<file path="src/rtl/display_pkg.sv">
// Shared types and source-select codes for the VGA display path.
package display_pkg;

  typedef enum logic [1:0] {
    RUN      = 2'd0,
    FADE_OUT = 2'd1,
    SWAP     = 2'd2,
    FADE_IN  = 2'd3
  } seq_state_t;

  localparam logic [2:0] SRC_TESTBARS = 3'd0;
  localparam logic [2:0] SRC_GOL      = 3'd1;
  localparam logic [2:0] SRC_SNAKE    = 3'd2;
  localparam logic [2:0] SRC_TETRIS   = 3'd3;
  localparam logic [2:0] SRC_GREY60   = 3'd4;
  localparam logic [2:0] SRC_GREY90   = 3'd5;
  localparam logic [2:0] SRC_GREYC0   = 3'd6;
  localparam logic [2:0] SRC_GREYFF   = 3'd7;

endpackage

</file>
<file path="src/rtl/display_source_sequencer_pixel_fader.sv">
// Per-channel brightness scaling of a 24-bit RGB pixel, registered output.
module pixel_fader #(
  parameter  int unsigned FADE_FRAMES = 8,
  localparam int unsigned LW          = $clog2(FADE_FRAMES) + 1
) (
  input  logic          clk,
  input  logic          rst,
  input  logic [LW-1:0] level,
  input  logic [23:0]   pixel_in,
  output logic [23:0]   pixel_out
);

  localparam int unsigned SH = $clog2(FADE_FRAMES);
  localparam int unsigned PW = 8 + SH + 1;

  logic [23:0] scaled;

  // (ch * level) >> SH; full level is exactly FADE_FRAMES so ch passes unchanged
  function automatic logic [7:0] scale_ch(input logic [7:0] ch, input logic [LW-1:0] lvl);
    logic [PW-1:0] prod;
    prod = PW'(ch) * PW'(lvl);
    return 8'(prod >> SH);
  endfunction

  // Scale all three channels by the current level
  always_comb begin
    scaled = '0;
    scaled = {scale_ch(pixel_in[23:16], level),
              scale_ch(pixel_in[15:8],  level),
              scale_ch(pixel_in[7:0],   level)};
  end

  // One-cycle output register toward the VGA block
  always_ff @(posedge clk or posedge rst) begin
    if (rst) pixel_out <= '0;
    else     pixel_out <= scaled;
  end

endmodule

</file>
<file path="src/rtl/display_source_sequencer.sv">
// Debounced, frame-aligned source selection with optional fade ramp.
module display_source_sequencer
  import display_pkg::*;
#(
  parameter  int unsigned SEL_W         = 3,
  parameter  int unsigned COORD_W       = 11,
  parameter  int unsigned FADE_FRAMES   = 8,
  parameter  int unsigned STABLE_FRAMES = 4,
  parameter  int unsigned RESET_SEL     = 0,
  localparam int unsigned LW            = $clog2(FADE_FRAMES) + 1
) (
  input  logic               clk,
  input  logic               rst,
  input  logic [SEL_W-1:0]   sel_req,
  input  logic               fade_en,
  input  logic [COORD_W-1:0] row,
  input  logic [23:0]        pixel_in,
  output logic [SEL_W-1:0]   active_sel,
  output logic [LW-1:0]      fade_level,
  output logic [23:0]        pixel_out,
  output logic               busy,
  output logic               switch_pulse
);

  localparam int unsigned       CW      = $clog2(STABLE_FRAMES + 1);
  localparam logic [CW-1:0]     STAB    = CW'(STABLE_FRAMES);
  localparam logic [LW-1:0]     FULL    = LW'(FADE_FRAMES);
  localparam logic [SEL_W-1:0]  RST_SEL = SEL_W'(RESET_SEL);

  logic [SEL_W-1:0]   sync1, req_s, req_d, target;
  logic [COORD_W-1:0] prev_row;
  logic [CW-1:0]      stab_cnt;
  logic               frame_tick;

  seq_state_t         state, state_n;
  logic [SEL_W-1:0]   sel_n;
  logic [LW-1:0]      level_n;
  logic               pulse_n;

  assign frame_tick = (row == '0) && (prev_row != '0);
  assign busy       = (state != RUN);

  // Synchroniser, frame-edge detect and stability filter feeding target
  always_ff @(posedge clk or posedge rst) begin
    if (rst) begin
      sync1    <= RST_SEL;
      req_s    <= RST_SEL;
      req_d    <= RST_SEL;
      prev_row <= '0;
      stab_cnt <= '0;
      target   <= RST_SEL;
    end else begin
      sync1    <= sel_req;
      req_s    <= sync1;
      req_d    <= req_s;
      prev_row <= row;
      if (req_s != req_d)
        stab_cnt <= '0;
      else if (frame_tick && stab_cnt != STAB)
        stab_cnt <= stab_cnt + 1'b1;
      // the req_s==req_d guard stops a fresh change slipping through on the
      // same cycle a saturated count is being cleared
      if (stab_cnt == STAB && req_s == req_d)
        target <= req_s;
    end
  end

  // Sequencer next state: only frame ticks move it
  always_comb begin
    state_n = state;
    sel_n   = active_sel;
    level_n = fade_level;
    pulse_n = 1'b0;
    if (frame_tick) begin
      if (state != RUN && !fade_en) begin
        state_n = RUN;
        level_n = FULL;
        sel_n   = target;
        pulse_n = (target != active_sel);
      end else begin
        case (state)
          RUN: begin
            if (target != active_sel) begin
              if (!fade_en) begin
                sel_n   = target;
                pulse_n = 1'b1;
              end else begin
                state_n = FADE_OUT;
                level_n = fade_level - 1'b1;
              end
            end
          end
          FADE_OUT: begin
            if (target == active_sel) begin
              state_n = FADE_IN;
            end else begin
              level_n = fade_level - 1'b1;
              if (fade_level == LW'(1)) state_n = SWAP;
            end
          end
          SWAP: begin
            sel_n   = target;
            pulse_n = (target != active_sel);
            state_n = FADE_IN;
          end
          FADE_IN: begin
            if (target != active_sel) begin
              // a level already at 0 goes straight to the swap frame
              if (fade_level <= LW'(1)) begin
                level_n = '0;
                state_n = SWAP;
              end else begin
                level_n = fade_level - 1'b1;
                state_n = FADE_OUT;
              end
            end else begin
              level_n = fade_level + 1'b1;
              if (fade_level == FULL - 1'b1) state_n = RUN;
            end
          end
        endcase
      end
    end
  end

  // Sequencer state register
  always_ff @(posedge clk or posedge rst) begin
    if (rst) begin
      state        <= RUN;
      active_sel   <= RST_SEL;
      fade_level   <= FULL;
      switch_pulse <= 1'b0;
    end else begin
      state        <= state_n;
      active_sel   <= sel_n;
      fade_level   <= level_n;
      switch_pulse <= pulse_n;
    end
  end

  pixel_fader #(
    .FADE_FRAMES(FADE_FRAMES)
  ) u_fader (
    .clk      (clk),
    .rst      (rst),
    .level    (fade_level),
    .pixel_in (pixel_in),
    .pixel_out(pixel_out)
  );

endmodule

</file>
<file path="config.mk">
export PLATFORM = sky130hd
export DESIGN_NAME = display_source_sequencer
export DESIGN_NICKNAME = d
export VERILOG_FILES = /design/src/rtl/display_pkg.sv /design/src/rtl/display_source_sequencer_pixel_fader.sv /design/src/rtl/display_source_sequencer.sv
export SDC_FILE = /design/constraint.sdc
export NUM_CORES = 1
export LEC_CHECK = 0
export BUFFER_PORTS_ARGS = -buffer_cell sky130_fd_sc_hd__buf_2
export CORE_ASPECT_RATIO = 1.4
export CORE_MARGIN = 5
export CORE_UTILIZATION = 50
export CTS_CLUSTER_DIAMETER = 150
export DETAILED_ROUTE_END_ITERATION = 8
export PLACE_DENSITY = 0.71
export SKIP_LAST_GASP = 1
export SLEW_MARGIN = 20
export SYNTH_ARGS = -nofsm -noshare
export SYNTH_HDL_FRONTEND = slang
export SYNTH_SLANG_ARGS = --single-unit
</file>
<file path="constraint.sdc">
create_clock -name clk -period 4.2 [get_ports clk]
set_input_delay 0.63 -clock clk [delete_from_list [all_inputs] [get_ports clk]]
set_output_delay 0.63 -clock clk [all_outputs]
set_load 0.05 [all_outputs]
</file>
==> results of run 1 <==
==> path summary, 6_finish.rpt <==
kind,start,endpoint,slack [ns]
max,fade_level[2]$_DFFE_PP0P_,u_fader.pixel_out[15]$_DFF_PP0_,0.63
min,sync1[1]$_DFF_PP0_,req_s[1]$_DFF_PP0_,0.35
max reg2reg,fade_level[2]$_DFFE_PP0P_,u_fader.pixel_out[15]$_DFF_PP0_,0.63
min reg2reg,sync1[1]$_DFF_PP0_,req_s[1]$_DFF_PP0_,0.35
max in group asynchronous,rst,fade_level[3]$_DFFE_PP1P_,2.96
min in group asynchronous,rst,u_fader.pixel_out[17]$_DFF_PP0_,0.40
==> area by class of cell <==
type,count,area share
Sequential cell,60,0.271
Clock buffer,12,0.0463
Tap cell,110,0.0248
Clock inverter,4,0.0172
Inverter,63,0.0427
Timing Repair Buffer,74,0.0673
Multi-Input combinational cell,343,0.531
==> metal layers <==
| layer | global-route usage | wire (um) | vias up |
|---|---|---|---|
| met4 | 0.0761 | 242 | 0 |
| met5 | 0 | 0 | - |
| li1 | - | - | 1704 |
| met2 | 0.322 | 5140 | 66 |
| met1 | 0.199 | 3690 | 1725 |
| met3 | 0.0319 | 309 | 15 |
==> cells in the mapped netlist (4+ instances only) <==
cell	instances	area share
a21o_1	7	0.011
a21oi_1	16	0.017
and2_1	62	0.082
clkbuf_1	10	0.0079
dfrtp_1	59	0.31
fa_1	36	0.15
ha_1	41	0.11
inv_1	63	0.050
mux2_2	4	0.0095
nand2_1	36	0.028
nand3_1	9	0.0095
nand4_1	4	0.0053
nor2_1	14	0.011
nor2b_1	7	0.0092
nor3_1	4	0.0042
nor4_1	5	0.0066
o21ai_0	14	0.015
o21ai_1	4	0.0042
or3_1	4	0.0053
xnor2_1	24	0.044
xor2_1	7	0.013
==> worst reg2reg max path, cell delays in order (launching register included) <==
cell and delay, ns:
dfrtp_1 0.91, nand2_1 0.18, fa_1 0.54, inv_1 0.06
fa_1 0.57, inv_1 0.07, fa_1 0.45, nor2b_1 0.13
o21ai_1 0.09, a21oi_1 0.19, o41ai_1 0.11, xnor2_1 0.14
==> sequential cells by signal, summed over array words and instances, names as in the netlist, 2 cells and up <==
| register | flops |
|---|---|
| active_sel | 3 |
| fade_level | 4 |
| prev_row | 11 |
| req_d | 3 |
| req_s | 3 |
| stab_cnt | 3 |
| state | 2 |
| sync1 | 3 |
| target | 3 |
| u_fader.pixel_out | 24 |
==> where the power goes <==
part	leakage (nW)	internal, mW	switching [mW]
combinational	1.93	0.147	0.327
sequential	0.728	0.635	0.0197
clock	0.173	0.610	0.251
total	2.83	1.39	0.597
==> cell families after synthesis <==
family	share of synthesized area
multiplexers	0.0208
AND/OR/NAND/NOR	0.185
buffers and inverters	0.0633
flip-flops	0.317
adder cells (fa/ha/maj)	0.260
AO/OA/AOI/OAI	0.0867
XOR/XNOR	0.0675
==> cells in the final DEF, fill, tap and decap left out, types with 3 or more instances in the layout <==
cell type	n
o41ai_1	3
a21oi_1	16
a21o_1	7
a41o_1	3
buf_2	73
nor2b_1	7
nor3_1	4
mux2_2	4
nor2_1	14
xor2_1	7
o21ai_0	14
xnor2_1	24
ha_1	41
inv_1	62
nand4_1	4
clkbuf_16	9
nand2b_1	3
dfrtp_1	59
and2_1	62
xnor2_2	3
o21ai_1	4
bufinv_16	3
mux2_1	3
nor4_1	5
or3_1	4
nand2_1	36
and3_1	3
nand3_1	9
fa_1	36
a31oi_1	3
==> reports/results.env, run 1 <==
PIN_COUNT=74
FINAL_SETUP_VIOLATIONS=0
SYNTH_AREA_SQ_UM=4750
CTS_SINKS=60
CLKSLEWWORSTSETUPHOLDPATHS_NS=0.05
INITIAL_CORE_UTIL=0.507
CRITICAL_PATH_PEAK_FANOUT=33
GLOBALROUTE.TOTALOVERFLOW=0
CPMAXSTAGEDELAYCELL='dfrtp_1'
NUM_VIAS=3510
HOLD_PATH_CLASS='reg2reg'
POSTSYNTHCELLCOUNT=480
DRT-INITIAL-DRC-COUNT=100
CRIT_TOP_CELL='fa_1'
RSZ0062_AT_GRT='false'
PORTBUFFERS=73
ANTENNA_LEFT=0
MAXCLOCKFREQUENCY_MHz=280
PLACE.DETAILED.HPWL_UM=7340
FINAL.SETUP_SKEW_NS=0.00440
TIMING_MAX_TRANSITION_VIOLATIONS_FINAL=0
CP_TOP_FAMILY='adder cells'
MULTIINPUTGATEAREA_SQ_UM=2940
DIE_W_UM=92.3
CRITICAL_PATH.CELL_CHAIN='nand2_1 > fa_1 > inv_1 > fa_1 > inv_1 > fa_1 > nor2b_1 > o21ai_1 > a21oi_1 > o41ai_1 > xnor2_1'
HOLDWS_NS=0.348
MAXCAPVIOLATIONS=0
GP_ROUTABILITY_CONGESTION=0.832
FINAL_UTIL=0.593
PLACEMENT.CELL_AREA_SQ_UM=5190
TIMING.CRITICAL_PATH.BUF_INV=2
SYN_AREA_PER_CELL_SQ_UM=9.89
DRTPASS1ITERATIONS=4
YOSYSWARNINGS=0
WORST_SLEW_MARGIN_REL=0.389
FINAL-HOLD-VIOLATION-COUNT=0
SYNTH_EDF_COUNT=0
LARGEST_NET_DEGREE_AT_THE_START_OF_GLOBAL_ROUTING=34
PWR_DENSITY_nW_PER_UM2=359
CRIT_PATH_START_KIND='register'
POST_DRT_WL_PER_CELL_UM=14.1
LAYOUT.NETS=669
SYN2LAYOUT_AREA_GROWTH_PCT=16.8
MAX-CLOCK-PATH-BUFFERS=2
CRITICAL_PATH_ARRIVAL_NS=3.76
DEPTH_OF_THE_WORST_REGISTER_TO_REGISTER_PATH=11
CRITICAL_PATH.ENDPOINT_TYPE='register'
CTS_RESIZES=0
N_FILL_CELL=853
MAX_SLEW.WORST_PIN.SLEW_NS=0.916
POST-LAYOUT-TOTAL-POWER_mW=1.99
POSTCTSSETUPREPAIRBUFS=0
P_LEAK_nW=2.83
CRITICALPATHCATEGORY='reg2reg'
CORE.ROWCOUNT=42
PATH_DEPTH=11
DETAILEDPLACE.WORSTSLACK_NS=0.631
SEQ_AREA_FRAC_SYNTH=0.317
HOLD_BUFFERS=0
NUM_ANTENNA_CELLS=0
FINAL_DESIGN_AREA_NO_FILL_SQ_UM=5540
SLOWEST_DELAY_NS=0.91
POST-ROUTE-DRC-COUNT=0
MIN_DELAY_PATH_DEPTH=0
PLACE.DETAILED.INSTANCES=650
FINAL.MIN_CLOCK_PERIOD_NS=3.57
GRT_FIRST_PASS_WIRELENGTH_UM=16600
SYNTH_FF_TYPE='dfrtp_1'
MAX-VDD-IR-DROP_uV=156
SYNTH.DISTINCT_CELLS=52
CTS_TREE='yes'
FF_LATCH_AREA_SQ_UM=1500
GRT_PASS1_VIAS=3781
LAYOUT-DRIVE-GT1-SHARE=0.185
CLOCK_LATENCY_OF_THE_LATER_CLOCKED_REGISTER_IN_THE_WORST_SKEW_PAIR_NS=0.33
SYNTHESIZED_NETS=598
PART_OF_THE_CYCLE_THE_WORST_PATH_NEEDS=0.849
VIAS_PER_CELL=5.27
SYNTH.FF_LATCH_COUNT=60
INITIAL_ANTENNA_VIOLATION_COUNT=0
STATUS='completed'
POSTSYNTH.ASYNCRESETSHARE=1.00
CTS_HTREE_LEVELS=3
CTS_BUFFERS=9
FLOORPLAN.DIE.HEIGHT_UM=125
FINALSETUPTNS_NS=0
FLOORPLAN.CORE_AREA_SQ_UM=9350
LAYOUTNONFILLERINSTCOUNT=666
DESIGN.DIE.AREA_SQ_UM=11600
TRACK_USAGE=0.177
DRT-TOTAL-WL_UM=9390
CP_DATA_REQUIRED_TIME_NS=4.39
CLOCK-ROOT-BUFFER='clkbuf_16'
LAYOUT_SETUP_WS_NS=0.635
(Power assumes the default switching activity.)
==> run 2, diff against run 1 <==
Settings changed: ABC_AREA from default to 1, PLACE_DENSITY 0.71 to 0.73.
Clock period 4.2 ns to 3.2 ns, I/O delays scaled along.
==> run 2 against run 1 <==
Effect of this change:
- global-route usage grew 0.57 points
- highest routed layer is now met5
- first-iteration DRC count grew 96%
- clock skew grew 0.0017 ns
- count of clock-buffer cells in the layout shrank 3
- synthesized area grew 4.7%
- critical path type unchanged
- flip-flop and latch count is the same
==> reports/results.env, run 2 <==
CRITICAL_PATH_ARRIVAL_NS=3.34  # -0.42 ns
PWR_DENSITY_nW_PER_UM2=307  # -15%
PIN_COUNT=74  # unchanged
GRT_FIRST_PASS_WIRELENGTH_UM=17700  # +6.7%
PORTBUFFERS=73  # unchanged
GP_ROUTABILITY_CONGESTION=0.835  # +0.32%
CTS_HTREE_LEVELS=3  # unchanged
SYNTH_EDF_COUNT=0  # unchanged
MIN_DELAY_PATH_DEPTH=1  # +1
PART_OF_THE_CYCLE_THE_WORST_PATH_NEEDS=0.963  # +0.114
YOSYS.AREA.TOP_TYPE='dfrtp_1'
TRACK_USAGE=0.182  # +0.00566
DRT-INITIAL-DRC-COUNT=196  # +96%
GRT_PASS1_VIAS=4269  # +13%
SETUP.REG_TO_REG.WORST_SLACK_NS=0.12  # -0.52 ns
DRTPASS1ITERATIONS=4  # unchanged
DIE_W_UM=94.2  # +2.1%
SYNTH_AREA_SQ_UM=4970  # +4.7%
SYNTHXORXNORAREAFRAC=0.0562  # -0.0113
GLOBALROUTE.TOTALOVERFLOW=0  # unchanged
MAXCLOCKFREQUENCY_MHz=325  # +16%
MAX-VDD-IR-DROP_uV=240  # +54%
INITIAL_ANTENNA_VIOLATION_COUNT=1  # +1
CTS_SINKS=60  # unchanged
CRITICAL_PATH_PEAK_FANOUT=8  # -76%
TIMING.HOLD.WORST_ENDPOINT='sync1[2]$_DFF_PP0_'
MOST_FREQUENT_CELL_AFTER_SYNTHESIS='nand2_1'
FINAL-HOLD-VIOLATION-COUNT=0  # unchanged
LARGEST_NET_DEGREE_AT_THE_START_OF_GLOBAL_ROUTING=49  # +44%
CLKSLEWWORSTSETUPHOLDPATHS_NS=0.06  # about the same
CRITICALPATHCATEGORY='reg2reg'
LARGEST_REGISTER_FF_COUNT=24  # unchanged
DEPTH_OF_THE_WORST_REGISTER_TO_REGISTER_PATH=11  # unchanged
NUM_ANTENNA_CELLS=0  # unchanged
FLOORPLAN.CORE_AREA_SQ_UM=9850  # +5.3%
SYNTHESIZED_NETS=744  # +24%
CLOCK_LATENCY_OF_THE_LATER_CLOCKED_REGISTER_IN_THE_WORST_SKEW_PAIR_NS=0.33  # about the same
FINAL_SETUP_VIOLATIONS=0  # unchanged
TIMING_MAX_TRANSITION_VIOLATIONS_FINAL=0  # unchanged
SEQ_AREA_FRAC_SYNTH=0.303  # -0.0141
MOSTFREQUENTLAYOUTCELL='nand2_1'
MULTIPLEXER_AREA_FRACTION_AFTER_SYNTHESIS=0  # -0.0208
FINAL_CELL_MIX='173 x nand2_1, 145 x inv_1, 73 x buf_2, 57 x dfrtp_1, 38 x ha_1'
CRITICAL_PATH.REG2REG.STARTPOINT='fade_level[3]$_DFFE_PP1P_'
INITIAL_CORE_UTIL=0.505  # -0.00285
TIMING.RR.END='u_fader.pixel_out[7]$_DFF_PP0_'
NUM_VIAS=4071  # +16%
CTS_BUFFERS=9  # unchanged
PLACE.DETAILED.INSTANCES=829  # +28%
CTS_TREE='yes'
LAYOUT.NETS=825  # +23%
SYNTH_COMPOUND_GATE_AREA_SHARE=0.0466  # -0.0401
LAYOUTNONFILLERINSTCOUNT=847  # +27%
MAX-CLOCK-PATH-BUFFERS=2  # unchanged
CLOCK-ROOT-BUFFER='clkbuf_16'
SYNTH.TOP_CELLS.BY_AREA='dfrtp_1 30%, fa_1 15%, nand2_1 13%'
ANTENNA_LEFT=0  # unchanged
POSTSYNTH.ASYNCRESETSHARE=1.00  # unchanged
POST-SYNTH-TOP-AREA-FRACTION=0.297  # -0.0139
POST-LAYOUT-TOTAL-POWER_mW=1.81  # -9.0%
WORST_SLEW_MARGIN_REL=0.452  # +0.0633
MAXCAPVIOLATIONS=0  # unchanged
DESIGN.DIE.AREA_SQ_UM=12100  # +4.2%
MAX_SLEW.WORST_PIN.SLEW_NS=0.820  # -0.0959 ns
SYN_AREA_PER_CELL_SQ_UM=7.93  # -20%
SYNTH-ADDER-AREA-SHARE=0.248  # -0.0116
WORSTHOLDSTART='sel_req[2]'
TOP_REGS='u_fader.pixel_out: 24 flops, prev_row: 11 flops, fade_level: 4 flops'
SYN2LAYOUT_AREA_GROWTH_PCT=18.8
STATUS='completed'
CORE.ROWCOUNT=43  # +2.4%
LAYOUT-DRIVE-GT1-SHARE=0.198  # +0.0128
CP_DATA_REQUIRED_TIME_NS=3.46  # -0.93 ns
CRITICAL_PATH.ENDPOINT_TYPE='register'
SYNTH_FF_TYPE='dfrtp_1'
POSTSYNTHCELLCOUNT=626  # +30%
SYNTH_SIMPLE_GATE_AREA_SHARE=0.218  # +0.0328
HOLDWS_NS=0.253  # -0.0955 ns
PLACE.DETAILED.HPWL_UM=8000  # +9.1%
FLOORPLAN.DIE.HEIGHT_UM=128  # +2.1%
DRT-TOTAL-WL_UM=10200  # +8.6%
MOST_FLOPS_REGISTER='u_fader.pixel_out'
SYNTH_TOP_CELLS_BY_COUNT='173 x nand2_1, 146 x inv_1, 59 x dfrtp_1'
FINAL.SETUP_SKEW_NS=0.00611  # +0.00170 ns
SYNTH.DISTINCT_CELLS=34  # -35%
FINALSETUPTNS_NS=0  # unchanged
POST-ROUTE-DRC-COUNT=0  # unchanged
VIAS_PER_CELL=4.81  # -8.8%
YOSYSWARNINGS=0  # unchanged
CRIT_PATH_START_KIND='register'
POST_DRT_WL_PER_CELL_UM=12.0  # -15%
SYNTH.FF_LATCH_COUNT=60  # unchanged
P_LEAK_nW=3.75  # +32%
SYNTH_TOP_FAMILY_BY_AREA='adder cells'
FINAL.MIN_CLOCK_PERIOD_NS=3.08  # -0.483 ns
HOLD_PATH_CLASS='in2reg'
-- run 2: where the power goes --
group          switching (mW)  internal, mW  total, mW
sequential            0.00508         0.772      0.777
combinational          0.0463        0.0244     0.0707
clock                   0.357         0.605      0.962
total                   0.408          1.40       1.81
-- run 2: logic make-up (layout without fill, tap and decap cells) --
kind of cell               Yosys count  after routing
xor gates and xnor gates            31             31
AOI/OAI and AO/OA                   41             41
and+or+nand+nor                    249            249
buffers and inverters              168            254
DFF                                 60             60
adders and majority gates           77             77
-- run 2: worst max path at each step --
stage / slack, ns / to / cells past startpoint / startpoint
after floorplan: -0.03 / u_fader.pixel_out[13]$_DFF_PP0_ / 12 / fade_level[3]$_DFFE_PP1P_
after global placement: 0.15 / u_fader.pixel_out[13]$_DFF_PP0_ / 10 / fade_level[3]$_DFFE_PP1P_
after detailed placement: 0.05 / u_fader.pixel_out[7]$_DFF_PP0_ / 11 / fade_level[3]$_DFFE_PP1P_
after CTS: 0.03 / u_fader.pixel_out[7]$_DFF_PP0_ / 11 / fade_level[3]$_DFFE_PP1P_
after global routing: -0.007 / u_fader.pixel_out[13]$_DFF_PP0_ / 13 / fade_level[3]$_DFFE_PP1P_
final: 0.12 / u_fader.pixel_out[7]$_DFF_PP0_ / 11 / fade_level[3]$_DFFE_PP1P_
-- run 2: timing repair --
action	CTS	global route
resized for setup	0	13
endpoints found under the setup margin	0	7
setup buffers	0	2
hold buffers	0	0
-- run 2: layout make-up --
type / instances / area, sq um
Fill cell: 887 / 3940
Multi-Input combinational cell: 398 / 2910
Sequential cell: 60 / 1510
Inverter: 158 / 596
Timing Repair Buffer: 80 / 415
Clock buffer: 9 / 225
Tap cell: 135 / 169
Clock inverter: 7 / 75.1
-- run 2: metal layers --
layer	GRT usage	wire, um	up-vias
met5	0	15	-
met4	0.0816	286	2
met3	0.0358	484	22
met2	0.329	5410	99
met1	0.204	4000	1914
li1	-	-	2034
-- run 2: through the flow --
stage	utilization	setup slack (ns)	cell area (sq um)
2_1_floorplan	-	-0.0305	5000
5_1_grt	0.599	-0.00743	5900
4_1_cts	0.590	0.0254	5810
3_5_place_dp	0.560	0.0466	5510
6_report	0.599	0.118	5900
3_3_place_gp	0.560	0.148	5510
-- run 2: worst max-delay path: stages, from the launching register on --
cell and delay [ns]:
dfstp_4 0.67, nand2_1 0.09, fa_1 0.55, inv_1 0.05, fa_1 0.51, inv_1 0.08
fa_2 0.40, nand3b_1 0.16, nand2_1 0.12, nand4_1 0.12, nand3_1 0.11, xor2_1 0.14
==> run 3, diff against run 2 <==
Settings changed: PLACE_DENSITY 0.73 to 0.84.
==> run 3 against run 2 <==
Effect of this change:
- worst setup slack improved by 0.053 ns
- utilization fell by 0.24 points
- count of clock-buffer cells in the layout did not move
- clock skew barely moved
- fmax rose by 1.8%
- highest routed layer is now met4
==> reports/results.env, run 3 (same netlist as run 2, synthesis figures left out) <==
STATUS='completed'
CLOCK-ROOT-BUFFER='clkbuf_16'
POWER.COMBINATIONAL.FRACTION=0.040  # about the same
CRITICAL_PATH.CELL_CHAIN='buf_4 > nand2_1 > inv_1 > fa_1 > inv_1 > fa_1 > inv_1 > ha_1 > a21oi_2 > nor2_1 > a211oi_1 > nand2_1 > nand2_1 > nand2_1'
SEQ_POWER_SHARE=0.431  # +0.002
DIE_W_UM=94.2  # unchanged
ANTENNA_LEFT=0  # unchanged
HOLDWS_NS=0.254  # +0.000910 ns
CPMAXSTAGEDELAYCELL='fa_1'
CP_TOP_FAMILY='adder cells'
P_SW_mW=0.401  # -1.8%
FINAL-HOLD-VIOLATION-COUNT=0  # unchanged
INITIAL_CORE_UTIL=0.505  # unchanged
CRITICAL_PATH_PEAK_FANOUT=11  # +3
CRITICAL_PATH.ENDPOINT_TYPE='register'
CRIT_TOP_CELL='nand2_1'
POWER_REPORT.INTERNAL_TOTAL_mW=1.40  # about the same
MAX_SLEW.WORST_PIN.SLEW_NS=0.859  # +0.0391 ns
TIMING.CRITICAL_PATH.BUF_INV=4  # +2
CLOCK_POWER_SHARE=0.529  # -0.003
FINAL_DESIGN_AREA_NO_FILL_SQ_UM=5880  # -0.40%
PART_OF_THE_CYCLE_THE_WORST_PATH_NEEDS=0.946  # -0.0166
PLACE.DETAILED.HPWL_UM=7970  # -0.46%
LARGEST_REGISTER_FF_COUNT=24  # unchanged
DESIGN.DIE.AREA_SQ_UM=12100  # unchanged
GRT_FIRST_PASS_WIRELENGTH_UM=17500  # -1.1%
MAX-CLOCK-PATH-BUFFERS=2  # unchanged
N_FILL_CELL=911  # +2.7%
PIN_COUNT=74  # unchanged
WORST_SLEW_MARGIN_REL=0.426  # -0.0263
TIMING_MAX_TRANSITION_VIOLATIONS_FINAL=0  # unchanged
FLOORPLAN.CORE_AREA_SQ_UM=9850  # unchanged
PWR_DENSITY_nW_PER_UM2=307  # about the same
HOLD_PATH_CLASS='in2reg'
SW_FRAC_OF_TOTAL=0.222  # -0.00326
POST_DRT_WL_PER_CELL_UM=12.1  # +0.33%
LARGEST_NET_DEGREE_AT_THE_START_OF_GLOBAL_ROUTING=44  # -10%
PLACEMENT.CELL_AREA_SQ_UM=5520  # +0.27%
CTS_SINKS=60  # unchanged
TOP_REGS='u_fader.pixel_out: 24 flops, prev_row: 11 flops, fade_level: 4 flops'
CLKSLEWWORSTSETUPHOLDPATHS_NS=0.05  # about the same
MAXCLOCKFREQUENCY_MHz=330  # +1.8%
FINALSETUPTNS_NS=0  # unchanged
INITIAL_ANTENNA_VIOLATION_COUNT=0  # -1
PORTBUFFERS=73  # unchanged
CRIT_PATH_START_KIND='register'
CP_DATA_REQUIRED_TIME_NS=3.42  # -0.04 ns
LAYOUT.NETS=829  # +0.48%
CRITICAL_PATH_ARRIVAL_NS=3.25  # -0.09 ns
MOSTFREQUENTLAYOUTCELL='nand2_1'
HOLD_BUFFERS=0  # unchanged
DRT-INITIAL-DRC-COUNT=229  # +17%
GLOBALROUTE.TOTALOVERFLOW=0  # unchanged
FINAL_SETUP_VIOLATIONS=0  # unchanged
TRACK_USAGE=0.182  # -0.000638
SYN2LAYOUT_AREA_GROWTH_PCT=18.3
CORE.ROWCOUNT=43  # unchanged
LAYOUT-DRIVE-GT1-SHARE=0.193  # -0.00530
NUM_ANTENNA_CELLS=0  # unchanged
CTS_BUFFERS=9  # unchanged
MAX-VDD-IR-DROP_uV=276  # +15%
DR_WL_MET2_UM=5430  # +0.39%
DETAIL_ROUTE.WIRELENGTH.MET1_UM=4100  # +2.4%
MOST_FLOPS_REGISTER='u_fader.pixel_out'
POST-LAYOUT-TOTAL-POWER_mW=1.80  # -0.37%
MAXCAPVIOLATIONS=0  # unchanged
PLACE.DETAILED.INSTANCES=831  # +0.24%
FINAL.MIN_CLOCK_PERIOD_NS=3.03  # -0.0532 ns
P_LEAK_nW=3.78  # +0.78%
DRT-TOTAL-WL_UM=10300  # +0.80%
CRITICALPATHCATEGORY='reg2reg'
VIAS_PER_CELL=4.77  # -0.71%
DRTPASS1ITERATIONS=4  # unchanged
CTS_TREE='yes'
CLOCK_LATENCY_OF_THE_LATER_CLOCKED_REGISTER_IN_THE_WORST_SKEW_PAIR_NS=0.33  # about the same
FINAL.SETUP_SKEW_NS=0.00599  # -0.000123 ns
RSZ0062_AT_GRT='true'
NUM_VIAS=4061  # -0.25%
MET3ROUTEDLENGTH_UM=507  # +4.8%
POST-ROUTE-DRC-COUNT=0  # unchanged
FINAL_CELL_MIX='173 x nand2_1, 145 x inv_1, 73 x buf_2, 57 x dfrtp_1, 41 x ha_1'
SLOWEST_DELAY_NS=0.54  # -0.13 ns
LAYOUTNONFILLERINSTCOUNT=851  # +0.47%
GRT_PASS1_VIAS=4174  # -2.2%
FLOORPLAN.DIE.HEIGHT_UM=128  # unchanged
TOP_LAYER='met4'
GP_ROUTABILITY_CONGESTION=0.866  # +3.7%
CTS_HTREE_LEVELS=3  # unchanged
[run 3: cell types whose count changed in the layout (fill, tap and decap cells not counted), sizes merged]
cell / previous run / this run
buf: 79 / 83
clkinv: 8 / 7
inv: 156 / 157
[run 3: metrics by stage]
stage / setup WS (ns) / util
final: 0.172 / 0.597
after global routing: -0.0108 / 0.597
after CTS: 0.0977 / 0.592
after detailed placement: 0.109 / 0.561
after global placement: 0.160 / 0.561
after floorplan: -0.0305 / -
[run 3: power groups by stage]
stage,sequential [mW],clock (mW),combinational [mW]
final,0.777,0.955,0.0715
after global routing,0.778,1.01,0.0820
after CTS,0.777,0.979,0.0732
after detailed placement,0.790,0,0.0724
after global placement,0.790,0,0.0719
after floorplan,0.789,0,0.0244
[run 3: timing repair]
item / CTS / global route
endpoints found under the setup margin: 0 / 3
buffers inserted: 0 / 4
resized for setup: 0 / 4
[run 3: worst paths after layout]
check | from | to | slack [ns] | cells past startpoint
min in group asynchronous | rst | u_fader.pixel_out[16]$_DFF_PP0_ | 0.33 | 2
hold reg to reg | sync1[0]$_DFF_PP0_ | req_s[0]$_DFF_PP0_ | 0.35 | 0
hold / removal | sel_req[0] | sync1[0]$_DFF_PP0_ | 0.25 | 1
setup / recovery | fade_level[3]$_DFFE_PP1P_ | u_fader.pixel_out[6]$_DFF_PP0_ | 0.17 | 14
setup reg to reg | fade_level[3]$_DFFE_PP1P_ | u_fader.pixel_out[6]$_DFF_PP0_ | 0.17 | 14
max in group asynchronous | rst | fade_level[3]$_DFFE_PP1P_ | 2.13 | 3
[run 3: area by class of cell]
class                   count  area [sq um]  area share
clock inverters             7          75.1      0.0128
clock buffers               9           225      0.0383
repair buffers             84           458      0.0779
flip-flops and latches     60          1510       0.257
well taps                 135           169      0.0287
inverters                 158           594       0.101
multi-input cells         398          2850       0.484
[run 3: per-layer routing]
metal	up-vias	track usage
met1	1894	0.200
met4	0	0.0740
met5	-	0
met3	20	0.0335
li1	2049	-
met2	98	0.338
